[config.mk]
export PLATFORM = sky130hd
export DESIGN_NAME = note_highway
export DESIGN_NICKNAME = d
export VERILOG_FILES = /design/src/rtl/note_highway_pkg.sv /design/src/rtl/note_highway_beat_timer.sv /design/src/rtl/note_highway.sv
export SDC_FILE = /design/constraint.sdc
export NUM_CORES = 1
export LEC_CHECK = 0
export CAP_MARGIN = 20
export CORE_ASPECT_RATIO = 1.5
export CORE_MARGIN = 8
export CORE_UTILIZATION = 61
export DETAILED_ROUTE_END_ITERATION = 6
export DONT_BUFFER_PORTS = 1
export GPL_TIMING_DRIVEN = 0
export PLACE_DENSITY_LB_ADDON = 0.1
export SLEW_MARGIN = 20
export SYNTH_ARGS = -nofsm -noshare
export SYNTH_HDL_FRONTEND = slang
export SYNTH_SLANG_ARGS = --single-unit
[constraint.sdc]
create_clock -name clk -period 6.55 [get_ports clk]
set_input_delay 0.3275 -clock clk [delete_from_list [all_inputs] [get_ports clk]]
set_output_delay 0.3275 -clock clk [all_outputs]
set_load 0.1 [all_outputs]
[src/rtl/note_highway_pkg.sv]
// note_highway_pkg: FSM states, pixel widths and RGB333 lane colour table for note_highway.
package note_highway_pkg;

    localparam int COLOUR_W  = 9;
    localparam int X_W       = 9;
    localparam int Y_W       = 8;
    localparam int N_COLOURS = 5;

    typedef enum logic [2:0] {IDLE, ERASE, SHIFT, DRAW, DONE} state_e;

    localparam logic [COLOUR_W-1:0] C_BLACK  = 9'o000;
    localparam logic [COLOUR_W-1:0] C_GREEN  = 9'o070;
    localparam logic [COLOUR_W-1:0] C_RED    = 9'o700;
    localparam logic [COLOUR_W-1:0] C_YELLOW = 9'o770;
    localparam logic [COLOUR_W-1:0] C_BLUE   = 9'o007;
    localparam logic [COLOUR_W-1:0] C_ORANGE = 9'o740;

    localparam logic [COLOUR_W-1:0] LANE_COLOUR [N_COLOURS] =
        '{C_GREEN, C_RED, C_YELLOW, C_BLUE, C_ORANGE};

endpackage

[src/rtl/note_highway_beat_timer.sv]
// beat_timer: wrapping 0..BEAT_PERIOD-1 counter with pause and a registered one-cycle beat pulse.
module beat_timer #(
    parameter int BEAT_PERIOD = 15000000
) (
    input  logic clk,
    input  logic reset,
    input  logic i_pause,
    output logic o_beat
);

    localparam int CW = $clog2(BEAT_PERIOD);
    localparam logic [CW-1:0] LAST = CW'(BEAT_PERIOD - 1);

    logic [CW-1:0] cnt_q, cnt_d;
    logic          beat_q, beat_d;

    always_comb begin
        cnt_d  = i_pause ? cnt_q : (cnt_q == LAST ? '0 : cnt_q + 1'b1);
        beat_d = !i_pause && cnt_q == LAST;
    end

    always_ff @(posedge clk) begin
        if (reset) begin
            cnt_q  <= '0;
            beat_q <= 1'b0;
        end else begin
            cnt_q  <= cnt_d;
            beat_q <= beat_d;
        end
    end

    assign o_beat = beat_q;

endmodule

[src/rtl/note_highway.sv]
// note_highway: scrolling LANES x ROWS note grid, redrawn to a VGA plotter on every beat.
// Define NOTE_HIGHWAY_SCORE_EN to enable strum/fret hit detection and the score counter.
module note_highway
    import note_highway_pkg::*;
#(
    parameter int LANES       = 5,
    parameter int ROWS        = 8,
    parameter int BEAT_PERIOD = 15000000,
    parameter int X_ORIGIN    = 52,
    parameter int X_PITCH     = 52,
    parameter int Y_ORIGIN    = 8,
    parameter int Y_PITCH     = 28,
    parameter int BLOCK       = 4
) (
    input  logic                clk,
    input  logic                reset,
    input  logic [LANES-1:0]    i_notes,
    input  logic                i_notes_valid,
    input  logic                i_pause,
    input  logic [LANES-1:0]    i_frets,
    input  logic                i_strum,
    output logic [X_W-1:0]      o_x_VGA,
    output logic [Y_W-1:0]      o_y_VGA,
    output logic [COLOUR_W-1:0] o_colour_VGA,
    output logic                o_plot,
    output logic                o_beat,
    output logic [LANES-1:0]    o_notes_to_play,
    output logic                o_frame_done,
    output logic                o_overrun,
    output logic                o_hit,
    output logic [15:0]         o_score
);

    localparam int LW = LANES > 1 ? $clog2(LANES) : 1;
    localparam int RW = ROWS > 1 ? $clog2(ROWS) : 1;
    localparam int BW = BLOCK > 1 ? $clog2(BLOCK) : 1;
    localparam logic [LW-1:0] LANE_LAST = LW'(LANES - 1);
    localparam logic [RW-1:0] ROW_LAST  = RW'(ROWS - 1);
    localparam logic [BW-1:0] PX_LAST   = BW'(BLOCK - 1);
    localparam int X_MAX = X_ORIGIN + (LANES - 1) * X_PITCH + BLOCK - 1;
    localparam int Y_MAX = Y_ORIGIN + (ROWS - 1) * Y_PITCH + BLOCK - 1;

    if (X_MAX >= 2 ** X_W || Y_MAX >= 2 ** Y_W || ROWS < 2 || BLOCK < 1 || BEAT_PERIOD < 2) begin : g_bad_params
        $error("note_highway: parameters place pixels outside the 9-bit x / 8-bit y screen");
    end

    state_e                        state_q, state_d;
    logic [LW-1:0]                 lane_q, lane_d;
    logic [RW-1:0]                 row_q, row_d;
    logic [BW-1:0]                 px_q, px_d, py_q, py_d;
    logic [LANES-1:0][ROWS-1:0]    grid_q, grid_d;
    logic [LANES-1:0]              stage_q, stage_d, shift_in;
    logic                          pending_q, pending_d, overrun_q, overrun_d;
    logic                          plot_q, plot_d, frame_done_q, frame_done_d;
    logic [X_W-1:0]                x_q, x_d;
    logic [Y_W-1:0]                y_q, y_d;
    logic [COLOUR_W-1:0]           colour_q, colour_d;
    logic [2:0]                    cidx;
    logic                          beat, scan, lit, cell_end, frame_end;

    beat_timer #(.BEAT_PERIOD(BEAT_PERIOD)) u_beat_timer (
        .clk    (clk),
        .reset  (reset),
        .i_pause(i_pause),
        .o_beat (beat)
    );

    always_comb begin
        state_d   = state_q;
        pending_d = pending_q;
        overrun_d = overrun_q;
        grid_d    = grid_q;
        lane_d    = lane_q;
        row_d     = row_q;
        px_d      = px_q;
        py_d      = py_q;
        stage_d   = i_notes_valid ? stage_q | i_notes : stage_q;
        shift_in  = stage_d;
        scan      = state_q == ERASE || state_q == DRAW;
        lit       = grid_q[lane_q][row_q];
        // Unlit cells in DRAW cost a single idle cycle instead of a full block scan.
        cell_end  = (px_q == PX_LAST && py_q == PX_LAST) || (state_q == DRAW && !lit);
        frame_end = cell_end && lane_q == LANE_LAST && row_q == ROW_LAST;
        if (scan) begin
            px_d   = cell_end || px_q == PX_LAST ? '0 : px_q + 1'b1;
            py_d   = cell_end ? '0 : (px_q == PX_LAST ? py_q + 1'b1 : py_q);
            lane_d = cell_end ? (lane_q == LANE_LAST ? '0 : lane_q + 1'b1) : lane_q;
            row_d  = cell_end && lane_q == LANE_LAST ? (row_q == ROW_LAST ? '0 : row_q + 1'b1) : row_q;
        end
        case (state_q)
            IDLE: if (beat || pending_q) begin
                state_d   = ERASE;
                pending_d = pending_q && beat;
            end
            ERASE: if (frame_end) state_d = SHIFT;
            SHIFT: begin
                state_d = DRAW;
                stage_d = '0;
                for (int l = 0; l < LANES; l++) grid_d[l] = {grid_q[l][ROWS-2:0], shift_in[l]};
            end
            DRAW: if (frame_end) state_d = DONE;
            DONE: state_d = IDLE;
            default: state_d = IDLE;
        endcase
        if (beat && state_q != IDLE) begin
            pending_d = 1'b1;
            overrun_d = overrun_q | pending_q;
        end
        cidx         = 3'(int'(lane_q) % N_COLOURS);
        plot_d       = state_q == ERASE || (state_q == DRAW && lit);
        x_d          = X_W'(X_ORIGIN + int'(lane_q) * X_PITCH + int'(px_q));
        y_d          = Y_W'(Y_ORIGIN + int'(row_q) * Y_PITCH + int'(py_q));
        colour_d     = state_q == DRAW ? LANE_COLOUR[cidx] : C_BLACK;
        frame_done_d = state_q == DONE;
    end

    always_ff @(posedge clk) begin
        if (reset) begin
            state_q      <= IDLE;
            lane_q       <= '0;
            row_q        <= '0;
            px_q         <= '0;
            py_q         <= '0;
            grid_q       <= '0;
            stage_q      <= '0;
            pending_q    <= 1'b0;
            overrun_q    <= 1'b0;
            plot_q       <= 1'b0;
            x_q          <= '0;
            y_q          <= '0;
            colour_q     <= '0;
            frame_done_q <= 1'b0;
        end else begin
            state_q      <= state_d;
            lane_q       <= lane_d;
            row_q        <= row_d;
            px_q         <= px_d;
            py_q         <= py_d;
            grid_q       <= grid_d;
            stage_q      <= stage_d;
            pending_q    <= pending_d;
            overrun_q    <= overrun_d;
            plot_q       <= plot_d;
            x_q          <= x_d;
            y_q          <= y_d;
            colour_q     <= colour_d;
            frame_done_q <= frame_done_d;
        end
    end

    for (genvar n = 0; n < LANES; n++) begin : g_bottom
        assign o_notes_to_play[n] = grid_q[n][ROWS-1];
    end

    assign o_x_VGA      = x_q;
    assign o_y_VGA      = y_q;
    assign o_colour_VGA = colour_q;
    assign o_plot       = plot_q;
    assign o_beat       = beat;
    assign o_frame_done = frame_done_q;
    assign o_overrun    = overrun_q;

`ifdef NOTE_HIGHWAY_SCORE_EN
    logic        strum_q, hit_q, hit_d, scored_q, scored_d;
    logic [15:0] score_q, score_d;

    always_comb begin
        hit_d    = i_strum && !strum_q && i_frets == o_notes_to_play && |o_notes_to_play && !scored_q;
        scored_d = state_q == SHIFT ? 1'b0 : scored_q | hit_d;
        score_d  = hit_d && score_q != 16'hFFFF ? score_q + 16'd1 : score_q;
    end

    always_ff @(posedge clk) begin
        if (reset) begin
            strum_q  <= 1'b0;
            hit_q    <= 1'b0;
            scored_q <= 1'b0;
            score_q  <= '0;
        end else begin
            strum_q  <= i_strum;
            hit_q    <= hit_d;
            scored_q <= scored_d;
            score_q  <= score_d;
        end
    end

    assign o_hit   = hit_q;
    assign o_score = score_q;
`else
    logic unused_score_inputs;
    assign unused_score_inputs = ^{i_frets, i_strum};
    assign o_hit   = 1'b0;
    assign o_score = '0;
`endif

endmodule

; ---- After elaboration in Yosys (flattened, before gate mapping)
; Memories as Yosys holds them, arrays and structs flattened. A register that Yosys moved wholly into a read port is not among the register bits.
; Cells that the tools add are included.
[totals]
regBits = 104
rom_bits = 72
input_bits = 15
out_inout_bits = 52
elab_cells = 95
n_memories = 1
[mem_list]
columns = name, words, width, rd, rd_clocked_by_memory_dff, write_ports, line
row1 = (no name shown), 8, 9, 1, 1, 0, note_highway.sv:113  ; colour_d = state_q == DRAW ? LANE_COLOUR[cidx] : C_BLACK;
[op_classes]
n_addsub = 9
multipliers = 2
div = 1
n_lt_le_gt_ge = 2
n_eq_ne = 12
mux = 18
bitwise = 4
reduce_logical = 27
[op_table]
columns = operator, n
row1 = modulo 4 x 4 -> 32 bit (second input constant), 1
row2 = adder 24 x 1 -> 24 bit (second input constant), 1
row3 = binary-select mux 8 bit (select 3 bit), 1
row4 = == test 24 bit (second input constant), 1
row5 = two-way mux 24 bit, 1
row6 = two-way mux 3 bit, 5
row7 = case mux 3 bit (4 select lines), 1
row8 = adder 6 x 9 -> 9 bit (first input constant), 1
row9 = adder 9 x 2 -> 9 bit, 1
row10 = == test 3 bit (second input constant), 3
row11 = adder 4 x 8 -> 8 bit (first input constant), 1
row12 = adder 8 x 2 -> 8 bit, 1
row13 = logical AND 1 bit, 8
row14 = < comparator 3 x 4 -> 1 bit (second input constant), 2
row15 = two-way mux 8 bit, 1
row16 = AND reduction 2 bit, 4
row17 = multiplier 3 x 4 -> 7 bit (second input constant), 1
row18 = adder 3 x 1 -> 3 bit (second input constant), 2
row19 = == test 3 x 2 -> 1 bit (second input constant), 2
row20 = multiplier 3 x 3 -> 6 bit (second input constant), 1
row21 = two-way mux 2 bit, 3
row22 = != test 2 bit (second input constant), 3
row23 = nonzero test 2 bit, 3
row24 = logical OR 1 bit, 5
row25 = 15 further kinds, 22

; ---- Depth between registers and ports, before layout
; Gate-level depths: netlist of the first run.
[logic_depth]
word_depth = 11
mapped_depth = 12
ltp_nobuf = 10

; ---- Hierarchy
; A second synthesis of the first run with hierarchy kept.
[unflattened]
hier_cells = 606
area_unflattened_um2 = 5226.3
[by_module_without_submodules]
columns = module, n_inst, cells_per_inst, area_per_inst_um2, seq_area_each_um2
row1 = note_highway, 1, 473, 4068.9, 1661.6
row2 = beat_timer, 1, 133, 1157.4, 500.5

; ---- Least setup slack after synthesis of the first run
; Ideal clock, no wire load.
[synth_timing]
path_type = register to register
start = register lane_q[0]
end = register x_q[8], in the netlist o_x_VGA[8]
setup_ps = 70
arrival_time_ps = 2407
required_time_ps = 6480
path_slack_ps = 4072
path_stages_with_launch = 13
n_path_buf = 2
period_less_slack_ps = 2478
path_cell_list = dfxtp_1 buf_4 buf_6 inv_1 ha_1 ha_1 inv_1 fa_1 nor3_1 nand3_1 o21ai_0 o21ai_0 a21oi_1
[synth_between]
elab_chain_cells = 3
[synth_rtl]
columns = element, line
row1 = start: declaration, note_highway.sv:48  ; logic [LW-1:0] lane_q, lane_d;
row2 = start signal: assignment, note_highway.sv:135  ; lane_q <= lane_d;
row3 = multiplier 3 x 4 -> 7 bit, note_highway.sv:111  ; x_d = X_W'(X_ORIGIN + int'(lane_q) * X_PITCH + int'(px_q));
row4 = adder 6 x 9 -> 9 bit, note_highway.sv:111
row5 = adder 9 x 2 -> 9 bit, note_highway.sv:111
row6 = end signal: assignment, note_highway.sv:129  ; x_q <= '0;
row7 = end signal: assignment, note_highway.sv:144  ; x_q <= x_d;
row8 = end: declaration, note_highway.sv:55  ; logic [X_W-1:0] x_q, x_d;
; No other way between the ends.
; A chain may end at the register's enable or synchronous reset.

; ---- Final worst setup path of the first run
; Ends and elaborated chain as after synthesis.

==> results of run 1 <==
power by group through the flow:
stage               clock, mW  sequential (mW)  combinational [mW]
global route            0.635            0.684              0.0909
floorplan                   0            0.697              0.0760
global placement            0            0.698              0.0840
finish                  0.598            0.683              0.0857
CTS                     0.604            0.683              0.0852
detailed placement          0            0.698              0.0851
area by class of cell:
| cell class | count | area share [%] |
|---|---|---|
| buffer | 56 | 6.02 |
| clock buffer | 12 | 4.63 |
| clock inverter | 3 | 1.19 |
| inverter | 24 | 1.56 |
| multi-input combinational | 428 | 46.7 |
| sequential | 108 | 37.5 |
| tap | 107 | 2.32 |
critical path, stage by stage, from the launching register on:
cell and delay, ns:
dfxtp_1 0.44, buf_4 0.26, buf_6 0.18, inv_1 0.09
ha_1 0.36, ha_1 0.24, inv_1 0.07, fa_1 0.47
nor3_1 0.31, nand3_1 0.11, o21ai_0 0.09, o21ai_0 0.11
a21oi_1 0.13
cell families after synthesis:
kind of cell / Yosys count / synth area share [%]
AOI/OAI and AO/OA: 107 / 12.7
and+or+nand+nor: 230 / 21.5
buffers and inverters: 80 / 8.35
DFF: 108 / 41.3
adders and majority gates: 23 / 6.08
other: 1 / 0.0717
xor gates and xnor gates: 32 / 5.36
muxes: 19 / 4.66
metal layers:
| layer | GRT usage (%) | vias to the layer above | share of wire [%] |
|---|---|---|---|
| met1 | 20.0 | 1908 | 39 |
| li1 | - | 2052 | - |
| met5 | 0 | - | 0 |
| met2 | 35.9 | 129 | 52 |
| met3 | 4.80 | 36 | 6.3 |
| met4 | 10.5 | 0 | 3.2 |
flip-flops by register name, indices dropped and copies added (netlist names), 2 cells and up:
name / cells
state_q: 3
u_beat_timer.cnt_q: 24
o_notes_to_play: 5
lane_q: 3
py_q: 2
row_q: 3
o_x_VGA: 9
o_y_VGA: 8
o_colour_VGA: 4
stage_q: 5
grid_q: 35
px_q: 2
through the flow:
| stage | cells | hold slack (ns) | total power [mW] |
|---|---|---|---|
| CTS | 738 | 0.134 | 1.37 |
| global placement | 723 | 0.451 | 0.782 |
| finish | 738 | 0.141 | 1.37 |
| detailed placement | 723 | 0.461 | 0.784 |
| global route | 738 | 0.159 | 1.41 |
| floorplan | 616 | 0.440 | 0.773 |
layout by cell type (no fill, tap or decap), types with 4 or more instances in the layout:
| cell type | instances |
|---|---|
| nor2b_1 | 7 |
| inv_1 | 24 |
| fa_1 | 4 |
| buf_4 | 28 |
| a211oi_1 | 6 |
| a21oi_1 | 57 |
| nand2_1 | 87 |
| clkbuf_1 | 22 |
| xnor2_1 | 19 |
| conb_1 | 17 |
| mux2i_1 | 15 |
| buf_6 | 4 |
| o21ai_0 | 11 |
| nand4_1 | 4 |
| ha_1 | 19 |
| nand2b_1 | 9 |
| nor3_1 | 17 |
| nand3_1 | 16 |
| o22ai_1 | 6 |
| xor2_1 | 13 |
| a31oi_1 | 5 |
| dfxtp_1 | 108 |
| nor2_1 | 56 |
| clkbuf_16 | 9 |
worst max path at each step:
stage / startpoint / endpoint / slack, ns / cells after the start
finish: lane_q[0] / o_x_VGA[8] / 3.60 / 12
detailed placement: lane_q[0] / o_x_VGA[8] / 3.67 / 12
global placement: lane_q[0] / o_x_VGA[8] / 3.76 / 12
global route: lane_q[0] / o_x_VGA[8] / 3.44 / 12
CTS: lane_q[0] / o_x_VGA[8] / 3.65 / 12
floorplan: lane_q[0] / o_x_VGA[8] / 4.07 / 12
==> results_dict.tcl, run 1 <==
set metrics [dict create \
    status "complete, no violations" \
    yosys_warnings 0 \
    hpwl_um 8610 \
    setup_viol 0 \
    drive_gt1_share_pct 11.3 \
    cts_root_buffer "clkbuf_16" \
    pre_cts_ws_ns 3.67 \
    clk_pin_slew_ns 0.07 \
    yosysTopAreaCell "dfxtp_1" \
    die_w_um 91.6 \
    hp-start "i_pause" \
    drc 0 \
    ys_types 64 \
    grt_pass1_vias 4084 \
    async_reset_ff_share_pct 0 \
    synth_common_cells "108 x dfxtp_1, 87 x nand2_1, 57 x a21oi_1" \
    vias 4125 \
    max_clock_freq_ghz 0.339 \
    cp_max_fo 10 \
    drt_pre_antenna_iters 5 \
    ys_ff_latch 108 \
    drt_iter0_drc 294 \
    grt_pass1_wl_um 18800 \
    overflow 0 \
    drv_slew 0 \
    core.rowCount 41 \
    finalCritPeriodShare_pct 45.0 \
    fin_tns_setup_ns 0 \
    p_int_mw 1.05 \
    worstSetupPathType "reg -> reg" \
    power.density_nw_per_um2 237 \
    synth_cells 600 \
    post-route-util_pct 68.9 \
    grt_max_degree 17 \
    antenna_found_initial 0 \
    rsz0062_at_grt "false" \
    hold_path_depth 2 \
    avgSynthCellArea_sq_um 8.72 \
    arrival_ns 3.21 \
    rr_worst_depth 12 \
    ys_seq_area_share_pct 41.3 \
    r2r_slack_ns 3.60 \
    sw_frac_of_total_pct 23.4 \
    netlist.area_leader.share_pct 41.3 \
    clk_latency_ns 0.34 \
    design_area_sq_um 5760 \
    cts_inserted_buffers 9 \
    worst_ep_required_time_ns 6.82 \
    sequentialPowerShare_pct 50.0 \
    synth.most_common_cell "dfxtp_1" \
    hold_class "in -> reg" \
    timing.rr.end "o_x_VGA[8]" \
    htree_num_levels 3 \
    core_area_sq_um 8360 \
    p_leak_nw 2.21 \
    crit-reg2reg-launch "lane_q[0]" \
    skew_ns 0.00629 \
    synth_edf_count 0 \
    fillCellCount 681 \
    netlist_area_sq_um 5230 \
    pwr-share-clk_pct 43.7 \
    hold_viol 0 \
    placed_area_sq_um 5420 \
    cap_violations 0 \
    fin_nets 665 \
    cts_tree "done" \
    ctsResizeCount 0 \
    ys.flop_type "dfxtp_1" \
    cts_sinks 108 \
    area_growth_syn_to_layout_pct 10.1 \
    ctsLongestPathBuffers 2 \
    yosys-top-cells-area "dfxtp_1 41%, nand2_1 6.2%, a21oi_1 5.5%" \
    cts_setup_buffers 0 \
    ir_drop_v 0.000210 \
    numPortBuffers 0 \
    postRouteAntennaNets 0 \
    hold_buffers 0 \
    gp_congestion 0.853 \
    fin_crit_ns 2.95 \
    viasPerCell 5.59 \
    drt_wl_total_um 11500 \
    cp-start-kind "flip-flop" \
    seq_area_sq_um 2160 \
    cp-end-kind "flip-flop" \
    diodes 0 \
    grt_use_total_pct 19.6 \
    multi_input_area_sq_um 2690 \
    dieArea_sq_um 11900 \
    maxSlewHeadroom_pct 27.1 \
    p_switching_uw 320 \
    die_y_um 129 \
    initial_utilization_pct 62.5 \
    fin_ws_ns 3.60 \
    wl_per_cell_um 15.6 \
    min_delay_worst_endpoint "u_beat_timer.cnt_q[1]" \
    combPwrFrac_pct 6.3 \
    tightest_slew_ns 1.09 \
    ios 67 \
]
(Power assumes the default switching activity.)
==> run 2, diff against run 1 <==
--- a/config.mk
+++ b/config.mk
@@ -8,7 +8,7 @@
 export CAP_MARGIN = 20
 export CORE_ASPECT_RATIO = 1.5
 export CORE_MARGIN = 8
-export CORE_UTILIZATION = 61
+export CORE_UTILIZATION = 57
 export DETAILED_ROUTE_END_ITERATION = 6
 export DONT_BUFFER_PORTS = 1
 export GPL_TIMING_DRIVEN = 0
==> constraint.sdc (replaced) <==
create_clock -name clk -period 2.6 [get_ports clk]
set_input_delay 0.13 -clock clk [delete_from_list [all_inputs] [get_ports clk]]
set_output_delay 0.13 -clock clk [all_outputs]
set_load 0.1 [all_outputs]
==> run 2 against run 1 <==
The run now ends with hold timing left. Clock power increased by 120%. Total power increased by 140%. Design area is 0.70% higher. Register-to-register slack lost 3.5 ns. Critical path depth fell by 1. Critical endpoint unchanged. Non-clock buffer count increased by 3. Sequential cell count unchanged. Clock skew hardly changed.
==> results_dict.tcl, run 2 (synthesis results as in run 1) <==
set metrics [dict create \
    tightest_slew_ns 1.12 \
    hp-start "i_notes_valid" \
    vias 4169 \
    layout_commonest_cell "dfxtp_1" \
    cp-end-kind "flip-flop" \
    viasPerCell 5.58 \
    grt_pass1_vias 4063 \
    violations "hold timing" \
    diodes 0 \
    core_area_sq_um 9090 \
    sw_frac_of_total_pct 25.8 \
    fin_crit_ns 2.45 \
    drt_pre_antenna_iters 4 \
    area_growth_syn_to_layout_pct 10.9 \
    clk_pin_slew_ns 0.07 \
    maxSlewHeadroom_pct 25.2 \
    sequentialPowerShare_pct 53.0 \
    hold_class "in -> reg" \
    dieArea_sq_um 12600 \
    gp_congestion 0.866 \
    hold_path_depth 2 \
    p_total_mw 3.25 \
    pre_cts_ws_ns -0.322 \
    r2r_slack_ns 0.15 \
    cts_sinks 108 \
    timing.rr.end "o_x_VGA[8]" \
    hold_viol 2 \
    htree_num_levels 3 \
    drv_slew 0 \
    cp-start-kind "flip-flop" \
    largest_register_ffs 35 \
    combPwrFrac_pct 6.7 \
    arrival_ns 2.74 \
    cts_root_buffer "clkbuf_16" \
    fin_ws_ns 0.150 \
    skew_ns 0.00649 \
    die_y_um 133 \
    fin_nets 668 \
    ios 67 \
    ctsLongestPathBuffers 2 \
    power.density_nw_per_um2 560 \
    grt_use_total_pct 18.7 \
    ir_drop_v 0.000380 \
    finalCritPeriodShare_pct 94.2 \
    status "complete, but fails checks" \
    p_int_mw 2.41 \
    setup_viol 0 \
    crit-reg2reg-launch "lane_q[0]" \
    cts_tree "done" \
    worstSetupPathType "reg -> reg" \
    whs_ns -0.00148 \
    grt_pass1_wl_um 19000 \
    drt_wl_total_um 11400 \
    cap_violations 0 \
    drt_iter0_drc 187 \
    hpwl_um 8670 \
    rsz0062_at_grt "false" \
    rr_worst_depth 11 \
    pwr-share-clk_pct 40.3 \
    max_clock_freq_ghz 0.408 \
    initial_utilization_pct 57.5 \
    wl_per_cell_um 15.2 \
    core.rowCount 43 \
    min_delay_worst_endpoint "stage_q[3]" \
    numPortBuffers 0 \
    worst_ep_required_time_ns 2.89 \
    regMostFlops "grid_q" \
    antenna_found_initial 0 \
    drc 0 \
    die_w_um 94.2 \
    layout_common_cells "104 x dfxtp_1, 87 x nand2_1, 57 x a21oi_1" \
    postRouteAntennaNets 0 \
    p_leak_nw 2.20 \
    clk_latency_ns 0.35 \
    drive_gt1_share_pct 12.8 \
    p_switching_uw 838 \
    overflow 0 \
    fin_tns_setup_ns 0 \
    grt_max_degree 19 \
    cts_inserted_buffers 9 \
    cp_max_fo 19 \
]
==> run 2: changes by cell type in the layout (fill, tap and decap cells not counted), sizes merged <==
cell / delta
clkinv: +2
inv: +2
bufinv: -2
dlygate4sd3: +3
clkbuf: -1
==> run 2: cell type report <==
class                   count  area, sq um
clock buffers              11          243
inverters                  24         90.1
repair buffers              4         37.5
plain buffers              55          348
multi-input cells         428         2730
clock inverters             5         43.8
flip-flops and latches    108         2170
fillers                   790         3290
well taps                 112          140
==> run 2: critical path, stage by stage, from the launching register on <==
cell	delay, ns
dfxtp_4	0.39
buf_12	0.18
inv_1	0.13
ha_4	0.28
ha_1	0.22
inv_1	0.07
fa_2	0.49
nor3_4	0.23
nand3_1	0.09
o21ai_0	0.08
o21ai_0	0.09
a21oi_1	0.12
==> run 2: what timing repair did <==
| item | 4_1_cts | 5_1_grt |
|---|---|---|
| endpoints found under the hold margin | 5 | 0 |
| hold buffers | 3 | 0 |
| setup endpoints to repair | 3 | 2 |
| pin swaps | 1 | 0 |
| setup buffers | 1 | 0 |
| gates resized for setup | 8 | 7 |
==> run 2: through the flow <==
stage	cell area (sq um)	cells	util [%]
4_1_cts	5790	748	63.6
3_5_place_dp	5430	728	59.7
5_1_grt	5800	747	63.8
3_3_place_gp	5430	728	59.7
6_report	5800	747	63.8
2_1_floorplan	5290	616	-
==> run 2: power by group through the flow <==
stage	clock network, mW	registers [mW]	logic (mW)
after global placement	0	1.76	0.210
final	1.31	1.72	0.218
after global routing	1.40	1.72	0.230
after detailed placement	0	1.76	0.212
after floorplan	0	1.76	0.191
after CTS	1.34	1.72	0.217
==> run 2: worst max-delay path by stage <==
stage | start | end | slack [ns] | depth (start not counted)
3_3_place_gp | lane_q[0] | o_x_VGA[8] | -0.21 | 12
6_report | lane_q[0] | o_x_VGA[8] | 0.15 | 11
2_1_floorplan | lane_q[0] | o_x_VGA[8] | 0.12 | 12
3_5_place_dp | lane_q[0] | o_x_VGA[8] | -0.32 | 12
4_1_cts | lane_q[0] | o_x_VGA[8] | 0.02 | 12
5_1_grt | lane_q[0] | o_x_VGA[8] | 0.03 | 10
==> run 2: layer usage <==
| metal | up-vias | wire length [um] | track usage (%) |
|---|---|---|---|
| li1 | 2066 | - | - |
| met1 | 2013 | 4610 | 20.3 |
| met2 | 77 | 6120 | 33.9 |
| met3 | 13 | 485 | 3.77 |
| met4 | 0 | 167 | 7.35 |
| met5 | - | 0 | 0 |
